$ cat src/rtl/genius_pkg.sv
// Shared definitions for the countdown timer and the game controller.
// Latency: n/a (types and constants only).
// Backpressure: n/a.
package genius_pkg;

  // Default largest load value: one BCD digit.
  localparam int unsigned MAX_VAL_DEFAULT = 9;

  // Countdown FSM encoding, also decoded by the game controller.
  typedef enum logic [1:0] {
    ST_IDLE   = 2'd0,
    ST_RUN    = 2'd1,
    ST_PAUSED = 2'd2,
    ST_DONE   = 2'd3
  } timer_state_t;

  // Clamp a requested load value to the largest legal count.
  function automatic logic [3:0] sat_load(input logic [3:0] val,
                                          input logic [3:0] max_val);
    return (val > max_val) ? max_val : val;
  endfunction

endpackage

$ cat src/rtl/bcd_down_cnt.sv
// Single-digit loadable down counter; never wraps below zero.
// Latency: load/dec take effect at the next CLK1 rising edge.
// Backpressure: none; dec at zero is ignored.
// Ports: CLK1 clock, R sync active-high reset, load/load_val parallel load
//        (load wins over dec), dec decrement strobe, value current count,
//        is_one high when value == 1.
module bcd_down_cnt (
  input  logic       CLK1,
  input  logic       R,
  input  logic       load,
  input  logic [3:0] load_val,
  input  logic       dec,
  output logic [3:0] value,
  output logic       is_one
);

  always_ff @(posedge CLK1) begin
    if (R) begin
      value <= 4'd0;
    end else if (load) begin
      value <= load_val;
    end else if (dec && (value != 4'd0)) begin
      value <= value - 4'd1;
    end
  end

  assign is_one = (value == 4'd1);

endmodule

$ cat src/rtl/countdown_timer.sv
// Countdown timer: load a digit on start, decrement on each E tick, flag end.
// Latency: inputs sampled at edge N show on outputs right after edge N.
// Backpressure: none; pause freezes the count, start always restarts it.
// Ports: CLK1 clock, R sync active-high reset, start load strobe, load_val
//        start value, E tick enable, pause freeze level, tempo remaining
//        count, end_time one-cycle end pulse, running/done state flags.
module countdown_timer
  import genius_pkg::*;
#(
  parameter int unsigned MAX_VAL = MAX_VAL_DEFAULT
) (
  input  logic       CLK1,
  input  logic       R,
  input  logic       start,
  input  logic [3:0] load_val,
  input  logic       E,
  input  logic       pause,
  output logic [3:0] tempo,
  output logic       end_time,
  output logic       running,
  output logic       done
);

  localparam logic [3:0] MAX_CNT = 4'(MAX_VAL);

  timer_state_t state, state_nxt;
  logic         cnt_load;
  logic         cnt_dec;
  logic         cnt_is_one;
  logic [3:0]   load_sat;
  logic         end_nxt;

  assign load_sat = sat_load(load_val, MAX_CNT);

  bcd_down_cnt u_cnt (
    .CLK1     (CLK1),
    .R        (R),
    .load     (cnt_load),
    .load_val (load_sat),
    .dec      (cnt_dec),
    .value    (tempo),
    .is_one   (cnt_is_one)
  );

  always_comb begin
    state_nxt = state;
    cnt_load  = 1'b0;
    cnt_dec   = 1'b0;
    end_nxt   = 1'b0;
    if (start) begin
      // start overrides E and pause in every state.
      cnt_load = 1'b1;
      if (load_sat == 4'd0) begin
        state_nxt = ST_DONE;
        end_nxt   = 1'b1;
      end else begin
        state_nxt = ST_RUN;
      end
    end else begin
      case (state)
        ST_RUN: begin
          if (pause) begin
            state_nxt = ST_PAUSED;
          end else if (E) begin
            cnt_dec = 1'b1;
            if (cnt_is_one) begin
              state_nxt = ST_DONE;
              end_nxt   = 1'b1;
            end
          end
        end
        ST_PAUSED: begin
          if (!pause) state_nxt = ST_RUN;
        end
        default: ;
      endcase
    end
    // A zero-load start right after an end pulse must not stretch the pulse.
    if (end_time) end_nxt = 1'b0;
  end

  always_ff @(posedge CLK1) begin
    if (R) begin
      state    <= ST_IDLE;
      end_time <= 1'b0;
      running  <= 1'b0;
      done     <= 1'b0;
    end else begin
      state    <= state_nxt;
      end_time <= end_nxt;
      running  <= (state_nxt == ST_RUN);
      done     <= (state_nxt == ST_DONE);
    end
  end

endmodule

$ cat config.mk
export PLATFORM = sky130hd
export DESIGN_NAME = countdown_timer
export DESIGN_NICKNAME = d
export VERILOG_FILES = /design/src/rtl/genius_pkg.sv /design/src/rtl/bcd_down_cnt.sv /design/src/rtl/countdown_timer.sv
export SDC_FILE = /design/constraint.sdc
export NUM_CORES = 1
export LEC_CHECK = 0
export BUFFER_PORTS_ARGS = -buffer_cell sky130_fd_sc_hd__buf_2
export CAP_MARGIN = 30
export CORE_AREA = 2 2 39 41
export CTS_CLUSTER_SIZE = 10
export DETAILED_ROUTE_END_ITERATION = 8
export DIE_AREA = 0 0 41 43
export MAX_ROUTING_LAYER = met4
export PLACE_DENSITY_LB_ADDON = 0.2
export SETUP_SLACK_MARGIN = 0.3
export SLEW_MARGIN = 20
export SYNTH_ARGS = -nofsm -noshare
export SYNTH_HDL_FRONTEND = slang
export SYNTH_HIERARCHICAL = 1
export SYNTH_SLANG_ARGS = --single-unit
export TNS_END_PERCENT = 50
$ cat constraint.sdc
create_clock -name CLK1 -period 2.2 [get_ports CLK1]
set_clock_uncertainty 0.05 [all_clocks]
set_input_delay 0.22 -clock CLK1 [delete_from_list [all_inputs] [get_ports CLK1]]
set_output_delay 0.22 -clock CLK1 [all_outputs]
set_load 0.02 [all_outputs]
# Word level (Yosys, flattened, before mapping)

Cells that the tools add are included.

Latch bits: 0
Input bits: 9
Output and inout port bits: 7
Memories: 0
Memory bits (read-only): 0
Logic and storage cells: 38
Flip-flop bits (word level): 9
Bits in writable memories: 0

Multiplexer cells: 21
Magnitude comparators: 1
Reduce and logical (&&, ||, !) cells: 5
Equality and inequality tests: 5
$add $sub $neg: 1
Shift operators: 0
Bitwise logic cells: 0
Div/mod/pow operators: 0
$mul: 0

Operators with widths:

| cell                                                  | number |
|---|---|
| two-way mux 2 bit                                     | 6 |
| two-way mux 4 bit                                     | 3 |
| two-way mux 1 bit                                     | 11 |
| equality test 2 x 1 -> 1 bit (second input constant)  | 2 |
| equality test 2 bit (second input constant)           | 2 |
| equality test 4 x 1 -> 1 bit (second input constant)  | 1 |
| greater-than comparator 4 bit (second input constant) | 1 |
| zero test 4 bit                                       | 1 |
| case mux 2 bit (2 select lines)                       | 1 |
| nonzero test 4 bit                                    | 1 |
| subtractor 4 x 1 -> 4 bit (second input constant)     | 1 |
| nonzero test 2 bit                                    | 1 |
| OR reduction 2 bit                                    | 1 |
| logical AND 1 bit                                     | 1 |

# Longest topological paths before layout

Gate-level depths: netlist of the first run.

Depth in word-level cells: 7
Mapped depth: 7
Gate-level depth less buffers: 7

# Hierarchy

The synthesis of the first run kept the hierarchy.

By module, submodules not included:

| module          | seq. area each (um^2) | area an instance (um^2) | times used | cells each |
|---|---|---|---|---|
| countdown_timer | 100.1                 | 310.3                   | 1          | 34 |
| bcd_down_cnt    | 80.1                  | 286.5                   | 1          | 33 |

# Worst setup path before layout of the first run

OpenSTA, ideal clock, no wires.

Path type: register to register
Start point: register u_cnt.value[1]
End point: register u_cnt.value[0]
Library setup time: 0.127 ns
Buffers on the path: 0
Arrival: 1.544 ns
Required time: 2.023 ns
Clock period less this slack: 1.721 ns
Slack: 0.479 ns
Stages on the path, launching flop included: 6
Cell sequence: dfxtp_1 -> inv_1 -> ha_1 -> or3b_4 -> and3_1 -> or3_1

Longest elaborated chain between the ends: 3

RTL lines:

| element                      | line               | source |
|---|---|---|
| from (decl)                  | bcd_down_cnt.sv:13 | `output logic [3:0] value,` |
| from (signal assigned)       | bcd_down_cnt.sv:21 | `value <= load_val;` |
| from (signal assigned)       | bcd_down_cnt.sv:23 | `value <= value - 4'd1;` |
| nonzero test 4 bit           | bcd_down_cnt.sv:22 | `end else if (dec && (value != 4'd0)) begin` |
| logical AND 1 bit            | bcd_down_cnt.sv:22 |  |
| nonzero test 2 bit (no line) | -                  |  |

Every way passes these cells.
A chain may end at the register's enable or synchronous reset.

# Worst setup path in the final report of the first run

Start point: register state[1]
End point: register u_cnt.value[0]

Longest elaborated chain between the ends: 5

RTL lines:

| element                      | line                  | source |
|---|---|---|
| from (decl)                  | countdown_timer.sv:26 | `timer_state_t state, state_nxt;` |
| from (signal assigned)       | countdown_timer.sv:89 | `state <= state_nxt;` |
| equality test 2 x 1 -> 1 bit | countdown_timer.sv:60 | `case (state)` |
| two-way mux 1 bit            | countdown_timer.sv:60 |  |
| two-way mux 1 bit            | countdown_timer.sv:50 | `if (start) begin` |
| named net cnt_dec            | countdown_timer.sv:28 | `logic cnt_dec;` |
| logical AND 1 bit            | bcd_down_cnt.sv:22    |  |
| nonzero test 2 bit (no line) | -                     |  |

The timed path passes the listed nets, and every way through them passes these cells.

==> results.cfg, run 1 <==
[run_status]
status = completed

[layout]
area_growth_syn_to_layout_pct = 19.1
postLayoutCoreUtil = 0.514
drive_gt1_frac = 0.310
diodes = 0
stdcell_count = 100
finalInstanceArea_um2 = 711
nets = 98

[clocking]
cts_buffers = 3
cts_max_level = 1
cts_tree = built
cts_resized = 0
worstSkewPairLatency_ns = 0.26
cts.sinks = 9
clk_pin_slew_ns = 0.06
cts_root_buf = clkbuf_4
holdBufCountCts = 0
clockBufferDepth = 2
cts_setup_buffers = 0

[logic_synthesis]
synth_largest_area_cell = dfxtp_1
synth_edf_count = 0
synth_cell_types = 30
synthCells = 67
synth_top_cell_area_share = 0.302
netlist_area_um2 = 597
syn_avg_cell_area_um2 = 8.91
seq_area_frac_synth = 0.302
yosys_warnings = 6
yosys-top-cells-area = dfxtp_1 30%, ha_1 8.4%, nor3_1 5.0%
ys_ff_latch = 9
synth-async-reset-ratio = 0
ys.flop_type = dfxtp_1
syn_nets = 80

[critical_path]
criticalPathCategory = flop to flop
cp-start-kind = flop
startpoint = state[1]
rr_endpoint = u_cnt/value[0]
worstPathArrival_ns = 1.82
cp_max_fo = 9
endpoint_kind = flop
critPathCapture = u_cnt/value[0]
r2r_slack_ns = 0.47
r2r_cells = 6
cp_data_required_time_ns = 2.29
r2r_start = state[1]

[sta]
setup_viol_count_final = 0
worstMarginPinSlew_ns = 0.460
period_share = 0.785
rsz0062_at_grt = false
fmax_mhz = 579
drv_slew = 0
fin_tns_setup_ns = 0
relSlewSlack = 0.692
hold_ws_ns = 0.225
min_period_ns = 1.73
final_hold_viol_count = 0
setup_slack_ns = 0.472

[place]
place_congestion = 0.768
post_dp_cell_area_um2 = 684
place_ws_ns = 0.475
dp_hpwl_um = 867
placed_cells = 96
port_buffers = 15

[route]
final_antenna_net_count = 0
wirelength_um = 1200
routed_via_density = 5.32
drt-pass1-iter-count = 4
post_drt_wl_per_cell_um = 12.0
vias = 532
route.detailed.drc = 0
drt_iter0_drc = 13

[global_route]
grt_pass1_vias = 479
grt_max_degree = 17
track_usage = 0.167
globalRoute.totalOverflow = 0
grt_pass1_wl_um = 2060
antenna_found_initial = 0

[floorplanning]
rows = 14
core_region_area_mm2 = 0.00138
die_x_um = 41
start_util = 0.431
dieArea_mm2 = 0.00176
io_pins = 16
die_h_um = 43

[power]
vdd_drop_max_uv = 243
leakagePower_nw = 0.320
power_mw = 0.405
p_per_area_mw_per_mm2 = 571

[worst_hold_path]
hold_path.class = input pin to flop

[flow_run]
cap_violations = 0
## routing by layer
layer  vias to the layer above  track usage  share of wire
li1                        279            -              -
met3                         0       0.0157          0.057
met2                        21        0.225           0.44
met1                       232        0.253           0.51
met4                         0       0.0600              0
met5                         -            -              0
## sequential cells by signal, indices dropped and copies added (netlist names)
name and cells:
end_time 1, running 1, u_cnt/value 4, state 2, done 1
## synth_stat cells, types with 2 or more instances
| cell | number |
|---|---|
| nor2_1 | 4 |
| nor3_1 | 6 |
| dfxtp_1 | 9 |
| inv_1 | 7 |
| a2111oi_2 | 2 |
| a21oi_1 | 3 |
| clkbuf_1 | 2 |
| nor2b_1 | 4 |
| a211oi_1 | 2 |
| ha_1 | 4 |
| nand2_1 | 5 |
## critical path: stages (launching register included)
cell,delay (ns)
dfxtp_1,0.32
inv_1,0.07
ha_1,0.21
nand2b_4,0.08
nor3b_4,0.36
a2111oi_0,0.16
or3_1,0.37
## kinds of logic (layout without fill, tap and decap cells)
| group | after synthesis | in the layout | share of synthesized area |
|---|---|---|---|
| buf+inv | 9 | 26 | 0.0566 |
| fa+ha+maj | 4 | 4 | 0.0839 |
| compound gates | 15 | 15 | 0.226 |
| flops | 9 | 9 | 0.302 |
| simple gates | 30 | 30 | 0.331 |
## layout make-up
type | count | area (µm²)
repair buffers | 15 | 75.1
fillers | 140 | 673
multi-input cells | 49 | 383
flip-flops and latches | 9 | 180
well taps | 16 | 20.0
inverters | 7 | 26.3
clock buffers | 4 | 26.3
## where the power goes
group | switching [mW] | leakage (nW) | internal (mW)
registers | 0.00823 | 0.0740 | 0.172
clock network | 0.0592 | 0.0150 | 0.0700
logic | 0.0548 | 0.231 | 0.0409
total | 0.122 | 0.320 | 0.283
## placed cells by master (no fill, tap or decap), types with 2 or more instances in the layout
| master | netlist | layout |
|---|---|---|
| buf_2 | 0 | 15 |
| dfxtp_1 | 9 | 9 |
| inv_1 | 7 | 7 |
| nor3_1 | 6 | 6 |
| nand2_1 | 5 | 5 |
| nor2b_1 | 4 | 4 |
| nor2_1 | 4 | 4 |
| ha_1 | 4 | 4 |
| a21oi_1 | 3 | 3 |
| clkbuf_4 | 0 | 3 |
| a211oi_1 | 2 | 2 |
| a2111oi_2 | 2 | 2 |
## worst min path at each step
stage	start	to	slack [ns]	depth (start not counted)
after floorplan	R	end_time	0.23	1
after global placement	end_time	end_time	0.37	1
after detailed placement	end_time	end_time	0.37	1
after CTS	load_val[3]	u_cnt/value[3]	0.22	3
after global routing	load_val[3]	u_cnt/value[3]	0.24	3
final	load_val[3]	u_cnt/value[3]	0.23	3
(Power assumes the default switching activity.)
==> run 2: changes to the inputs <==
--- a/config.mk
+++ b/config.mk
@@ -7,10 +7,10 @@
 export LEC_CHECK = 0
 export BUFFER_PORTS_ARGS = -buffer_cell sky130_fd_sc_hd__buf_2
 export CAP_MARGIN = 30
-export CORE_AREA = 2 2 39 41
+export CORE_AREA = 2 2 40 42
 export CTS_CLUSTER_SIZE = 10
 export DETAILED_ROUTE_END_ITERATION = 8
-export DIE_AREA = 0 0 41 43
+export DIE_AREA = 0 0 42 44
 export MAX_ROUTING_LAYER = met4
 export PLACE_DENSITY_LB_ADDON = 0.2
 export SETUP_SLACK_MARGIN = 0.3
==> constraint.sdc (replaced) <==
create_clock -name CLK1 -period 1.4 [get_ports CLK1]
set_clock_uncertainty 0.05 [all_clocks]
set_input_delay 0.14 -clock CLK1 [delete_from_list [all_inputs] [get_ports CLK1]]
set_output_delay 0.14 -clock CLK1 [all_outputs]
set_load 0.02 [all_outputs]
==> run 2 against run 1 <==
Net effect: the run now ends with setup timing left; largest power group unchanged; first-iteration DRC count fell by 46%; core utilization rose by 18 points; register-to-register slack got worse by 0.70 ns; non-clock buffer count rose by 21; combinational power rose to 2.6 times the previous value; cell area rose by 39%; clock power rose by 55%; global-route usage rose by 2.9 points; setup slack got worse by 0.70 ns; sequential power rose by 57%; die area rose by 4.8%; largest cell class unchanged; flip-flop and latch count did not move.
==> results.cfg, run 2 (synthesis gave the netlist of run 1 again) <==
[clocking]
cts_root_buf = clkbuf_4
cts_max_level = 1
cts.sinks = 9
clockBufferDepth = 2
cts_tree = built
cts_buffers = 3
worstSkewPairLatency_ns = 0.26
clk_pin_slew_ns = 0.06
holdBufCountCts = 0

[route]
route.detailed.drc = 0
wirelength_um = 1740
final_antenna_net_count = 0
routed_via_density = 5.31
drt-pass1-iter-count = 4
vias = 642
drt_iter0_drc = 7
post_drt_wl_per_cell_um = 14.4

[layout]
nets = 119
reg.largest.list = u_cnt/value x4, state x2
drive_gt1_frac = 0.629
finalInstanceArea_um2 = 991
stdcell_count = 121
top_register = u_cnt/value
final_cell_mix = 22 x buf_4, 11 x buf_2, 5 x nand2_1, 5 x nor3_1
diodes = 0
layout_commonest_cell = buf_4
largest_register_ffs = 4
area_growth_syn_to_layout_pct = 66.0

[floorplanning]
io_pins = 16
core_region_area_mm2 = 0.00142
start_util = 0.421
dieArea_mm2 = 0.00185
die_x_um = 42
die_h_um = 44
rows = 14

[critical_path]
crit_chain = inv_4 > ha_4 > or3b_4 > a2111oi_4 > a311o_1
r2r_slack_ns = -0.23
worstPathArrival_ns = 1.77
cp_slowest_cell = or3b_4
criticalPathCategory = flop to flop
endpoint_kind = flop
cp_data_required_time_ns = 1.55
cp-start-kind = flop
r2r_start = u_cnt/value[0]
cp_max_fo = 6
startpoint = u_cnt/value[0]
max_stage_delay_ns = 0.43

[sta]
rsz0062_at_grt = true
fin_tns_setup_ns = -1.55
hold_ws_ns = 0.116
period_share = 1.16
fmax_mhz = 615
worstMarginPinSlew_ns = 0.325
final_hold_viol_count = 0
drv_slew = 0
relSlewSlack = 0.782
setup_slack_ns = -0.225
min_period_ns = 1.63
setup_viol_count_final = 9

[place]
dp_hpwl_um = 1120
place_congestion = 0.785
port_buffers = 15
post_dp_cell_area_um2 = 820
placed_cells = 109

[run_status]
status = complete, but fails checks
violations = setup timing

[global_route]
track_usage = 0.196
grt_pass1_wl_um = 2640
grt_max_degree = 16
antenna_found_initial = 0
globalRoute.totalOverflow = 0
grt_pass1_vias = 566

[worst_hold_path]
hold_path.class = input pin to flop
min_from = load_val[3]

[flow_run]
cap_violations = 0

[power]
p_per_area_mw_per_mm2 = 740
vdd_drop_max_uv = 729
power_mw = 0.734
leakagePower_nw = 0.441
==> run 2: changes by cell type in the layout (fill, tap and decap cells not counted), moves of 2 or more <==
cell / delta
buf_4: +22
dfxtp_1: -5
buf_2: -4
ha_1: -4
buf_6: +3
dfxtp_2: +3
ha_4: +3
inv_1: -3
dfxtp_4: +2
inv_4: +2
==> run 2: area by class of cell <==
class / count / area, µm²
clock buffers: 3 / 22.5
clock inverters: 1 / 5.00
fillers: 105 / 428
inverters: 7 / 31.3
multi-input cells: 49 / 467
flip-flops and latches: 9 / 191
well taps: 16 / 20.0
repair buffers: 36 / 254
==> run 2: layer usage <==
| metal | track usage | vias up | share of wire |
|---|---|---|---|
| met1 | 0.258 | 297 | 0.46 |
| li1 | - | 324 | - |
| met4 | 0.0194 | 0 | 0.013 |
| met5 | - | - | 0 |
| met2 | 0.303 | 19 | 0.48 |
| met3 | 0.0667 | 2 | 0.047 |
==> run 2: worst max-delay path, delay by kind of cell, from the launching register on <==
kind                       cells  cell delay [ns]
adders and majority gates      1             0.12
and+or+nand+nor                1             0.43
AOI/OAI and AO/OA              2             0.54
buffers and inverters          1             0.06
DFF                            1             0.36
==> run 2: path summary, 6_finish.rpt <==
check	end	cells after the start
worst max-delay path	u_cnt/value[1]	5
worst max register to register	u_cnt/value[1]	5
worst min register to register	end_time	1
worst min-delay path	u_cnt/value[3]	3
==> run 2: through the flow <==
stage	util	worst slack, ns
after CTS	0.645	-0.200
after detailed placement	0.578	-0.238
after global placement	0.578	-0.229
final	0.698	-0.225
after global routing	0.698	-0.289
after floorplan	-	-0.187
==> run 2: repair_timing <==
item | in CTS | in global routing
hold endpoints to repair | 0 | 0
pin swaps | 7 | 9
resized for setup | 11 | 10
setup endpoints to repair | 12 | 13
setup buffers | 3 | 5
==> run 2: power breakdown <==
group	leakage, nW	internal, mW	total, mW	switching (mW)
Combinational	0.347	0.126	0.248	0.122
Clock	0.0177	0.105	0.200	0.0947
Sequential	0.0764	0.271	0.285	0.0143
Total	0.441	0.502	0.734	0.231
==> run 3: changes to the inputs <==
--- a/config.mk
+++ b/config.mk
@@ -13,6 +13,7 @@
 export DIE_AREA = 0 0 42 44
 export MAX_ROUTING_LAYER = met4
 export PLACE_DENSITY_LB_ADDON = 0.2
+export REMOVE_ABC_BUFFERS = 1
 export SETUP_SLACK_MARGIN = 0.3
 export SLEW_MARGIN = 20
 export SYNTH_ARGS = -nofsm -noshare
==> run 3 against run 2 <==
Net effect: the run still ends with setup timing left; first-iteration DRC count decreased by 14%; combinational power up 9.3%; routed wire length did not move; fmax rose by 0.46%; final cell count is 2.5% higher; critical endpoint is now u_cnt/value[0]; largest power group unchanged; highest routed layer unchanged.
==> results.cfg, run 3 (synthesis gave the netlist of run 1 again) <==
[layout]
top_register = u_cnt/value
reg.largest.list = u_cnt/value x4, state x2
fill_cells = 95
multiInputGateArea_um2 = 504
largest_register_ffs = 4
final_cell_mix = 21 x buf_4, 14 x buf_2, 5 x nor3_1, 5 x dfxtp_1
seqCellArea_um2 = 188
drive_gt1_frac = 0.657
diodes = 0
area_growth_syn_to_layout_pct = 74.2
layout_commonest_cell = buf_4
nets = 122

[worst_hold_path]
holdPathEnd = u_cnt/value[3]
hold_path.class = input pin to flop
whs_path_depth = 3
min_from = load_val[3]

[global_route]
antenna_found_initial = 0
globalRoute.totalOverflow = 0
grt_pass1_vias = 600
grt_max_degree = 16
grt_pass1_wl_um = 2700
track_usage = 0.206

[floorplanning]
core_region_area_mm2 = 0.00142
dieArea_mm2 = 0.00185
io_pins = 16
die_h_um = 44
die_x_um = 42
start_util = 0.421
rows = 14

[place]
place_ws_ns = -0.339
dp_hpwl_um = 1070
port_buffers = 15
place_congestion = 0.742

[sta]
drv_slew = 0
fmax_mhz = 618
rsz0062_at_grt = true
setup_viol_count_final = 9
fin_tns_setup_ns = -1.12
worstMarginPinSlew_ns = 0.300
setup_slack_ns = -0.218
min_period_ns = 1.62
final_hold_viol_count = 0
period_share = 1.16
relSlewSlack = 0.799

[critical_path]
cp_data_required_time_ns = 1.51
endpoint_kind = flop
r2r_slack_ns = -0.22
r2r_cells = 5
criticalPathCategory = flop to flop
cp_slowest_cell = or3b_4
rr_endpoint = u_cnt/value[0]
r2r_start = u_cnt/value[0]
worstPathArrival_ns = 1.72
crit_chain = inv_4 > ha_4 > or3b_4 > and3_4 > or3_1
cp-start-kind = flop
cp_max_fo = 6
max_stage_delay_ns = 0.44

[clocking]
clockBufferDepth = 2
cts_root_buf = clkbuf_4
worstSkewPairLatency_ns = 0.27
cts_max_level = 1
cts_buffers = 3
clk_pin_slew_ns = 0.07
holdBufCountCts = 0
cts_tree = built
cts.sinks = 9

[route]
drt_iter0_drc = 6
post_drt_wl_per_cell_um = 14.0
vias = 637
wirelength_um = 1740
routed_via_density = 5.14
drt-pass1-iter-count = 4
final_antenna_net_count = 0
route.detailed.drc = 0

[power]
seqPwrFrac = 0.373
power.share.combinational = 0.353
clockPowerShare = 0.274
swShare = 0.321
p_int_mw = 0.521
power.switching_mw = 0.246
vdd_drop_max_uv = 531
leakagePower_nw = 0.454
p_per_area_mw_per_mm2 = 738

[flow_run]
cap_violations = 0

[run_status]
status = complete, but fails checks
violations = setup timing
[run 3: cell types whose count changed in the layout (fill, tap and decap cells not counted), sizes merged]
cell / previous run / this run
clkinv: 1 / 0
clkbuf: 3 / 4
buf: 36 / 39
[run 3: timing repair]
action                     4_1_cts  5_1_grt
hold endpoints to repair         0        0
pin swaps                        8        3
setup buffers                    8        0
setup endpoints to repair        9       12
gates resized for setup         24       10
cloned                           0        0
[run 3: worst max-delay path, delay by kind of cell, from the launching register on]
kind,cells,cell delay (ns)
adder cells (fa/ha/maj),1,0.12
buffers and inverters,1,0.07
AND/OR/NAND/NOR,3,0.90
flip-flops,1,0.36
[run 3: stage by stage]
| stage | hold slack (ns) | util | power (mW) | cells | area [µm²] |
|---|---|---|---|---|---|
| floorplan | 0.155 | - | 0.386 | 65 | 589 |
| finish | 0.121 | 0.733 | 0.767 | 124 | 1040 |
| global placement | 0.373 | 0.567 | 0.476 | 112 | 805 |
| CTS | 0.126 | 0.701 | 0.735 | 124 | 995 |
| detailed placement | 0.373 | 0.567 | 0.479 | 112 | 805 |
| global route | 0.148 | 0.733 | 0.809 | 124 | 1040 |
[run 3: metal layers]
layer,global-route usage,part of all wire
met1,0.241,0.44
met2,0.341,0.51
met4,0.0774,0.0075
met3,0.0500,0.039
met5,-,0
[run 3: layout make-up]
type                            instances  area share
Multi-Input combinational cell         49       0.485
Tap cell                               16      0.0193
Clock buffer                            4      0.0253
Timing Repair Buffer                   39       0.262
Inverter                                7      0.0277
Sequential cell                         9       0.181
[run 3: worst max path at each step]
stage / slack [ns] / start / cells after the start / endpoint
after floorplan: -0.32 / u_cnt/value[1] / 5 / u_cnt/value[0]
after global placement: -0.24 / state[1] / 6 / u_cnt/value[0]
after detailed placement: -0.34 / u_cnt/value[1] / 8 / done
after CTS: -0.18 / u_cnt/value[1] / 5 / u_cnt/value[0]
after global routing: -0.25 / u_cnt/value[1] / 5 / u_cnt/value[0]
final: -0.22 / u_cnt/value[0] / 5 / u_cnt/value[0]
[run 3: power by group through the flow]
| stage | registers (mW) | clock network (mW) | logic (mW) |
|---|---|---|---|
| 2_1_floorplan | 0.302 | 0 | 0.0840 |
| 3_3_place_gp | 0.286 | 0 | 0.190 |
| 3_5_place_dp | 0.286 | 0 | 0.192 |
| 4_1_cts | 0.286 | 0.206 | 0.244 |
| 5_1_grt | 0.289 | 0.232 | 0.289 |
| 6_report | 0.287 | 0.210 | 0.271 |
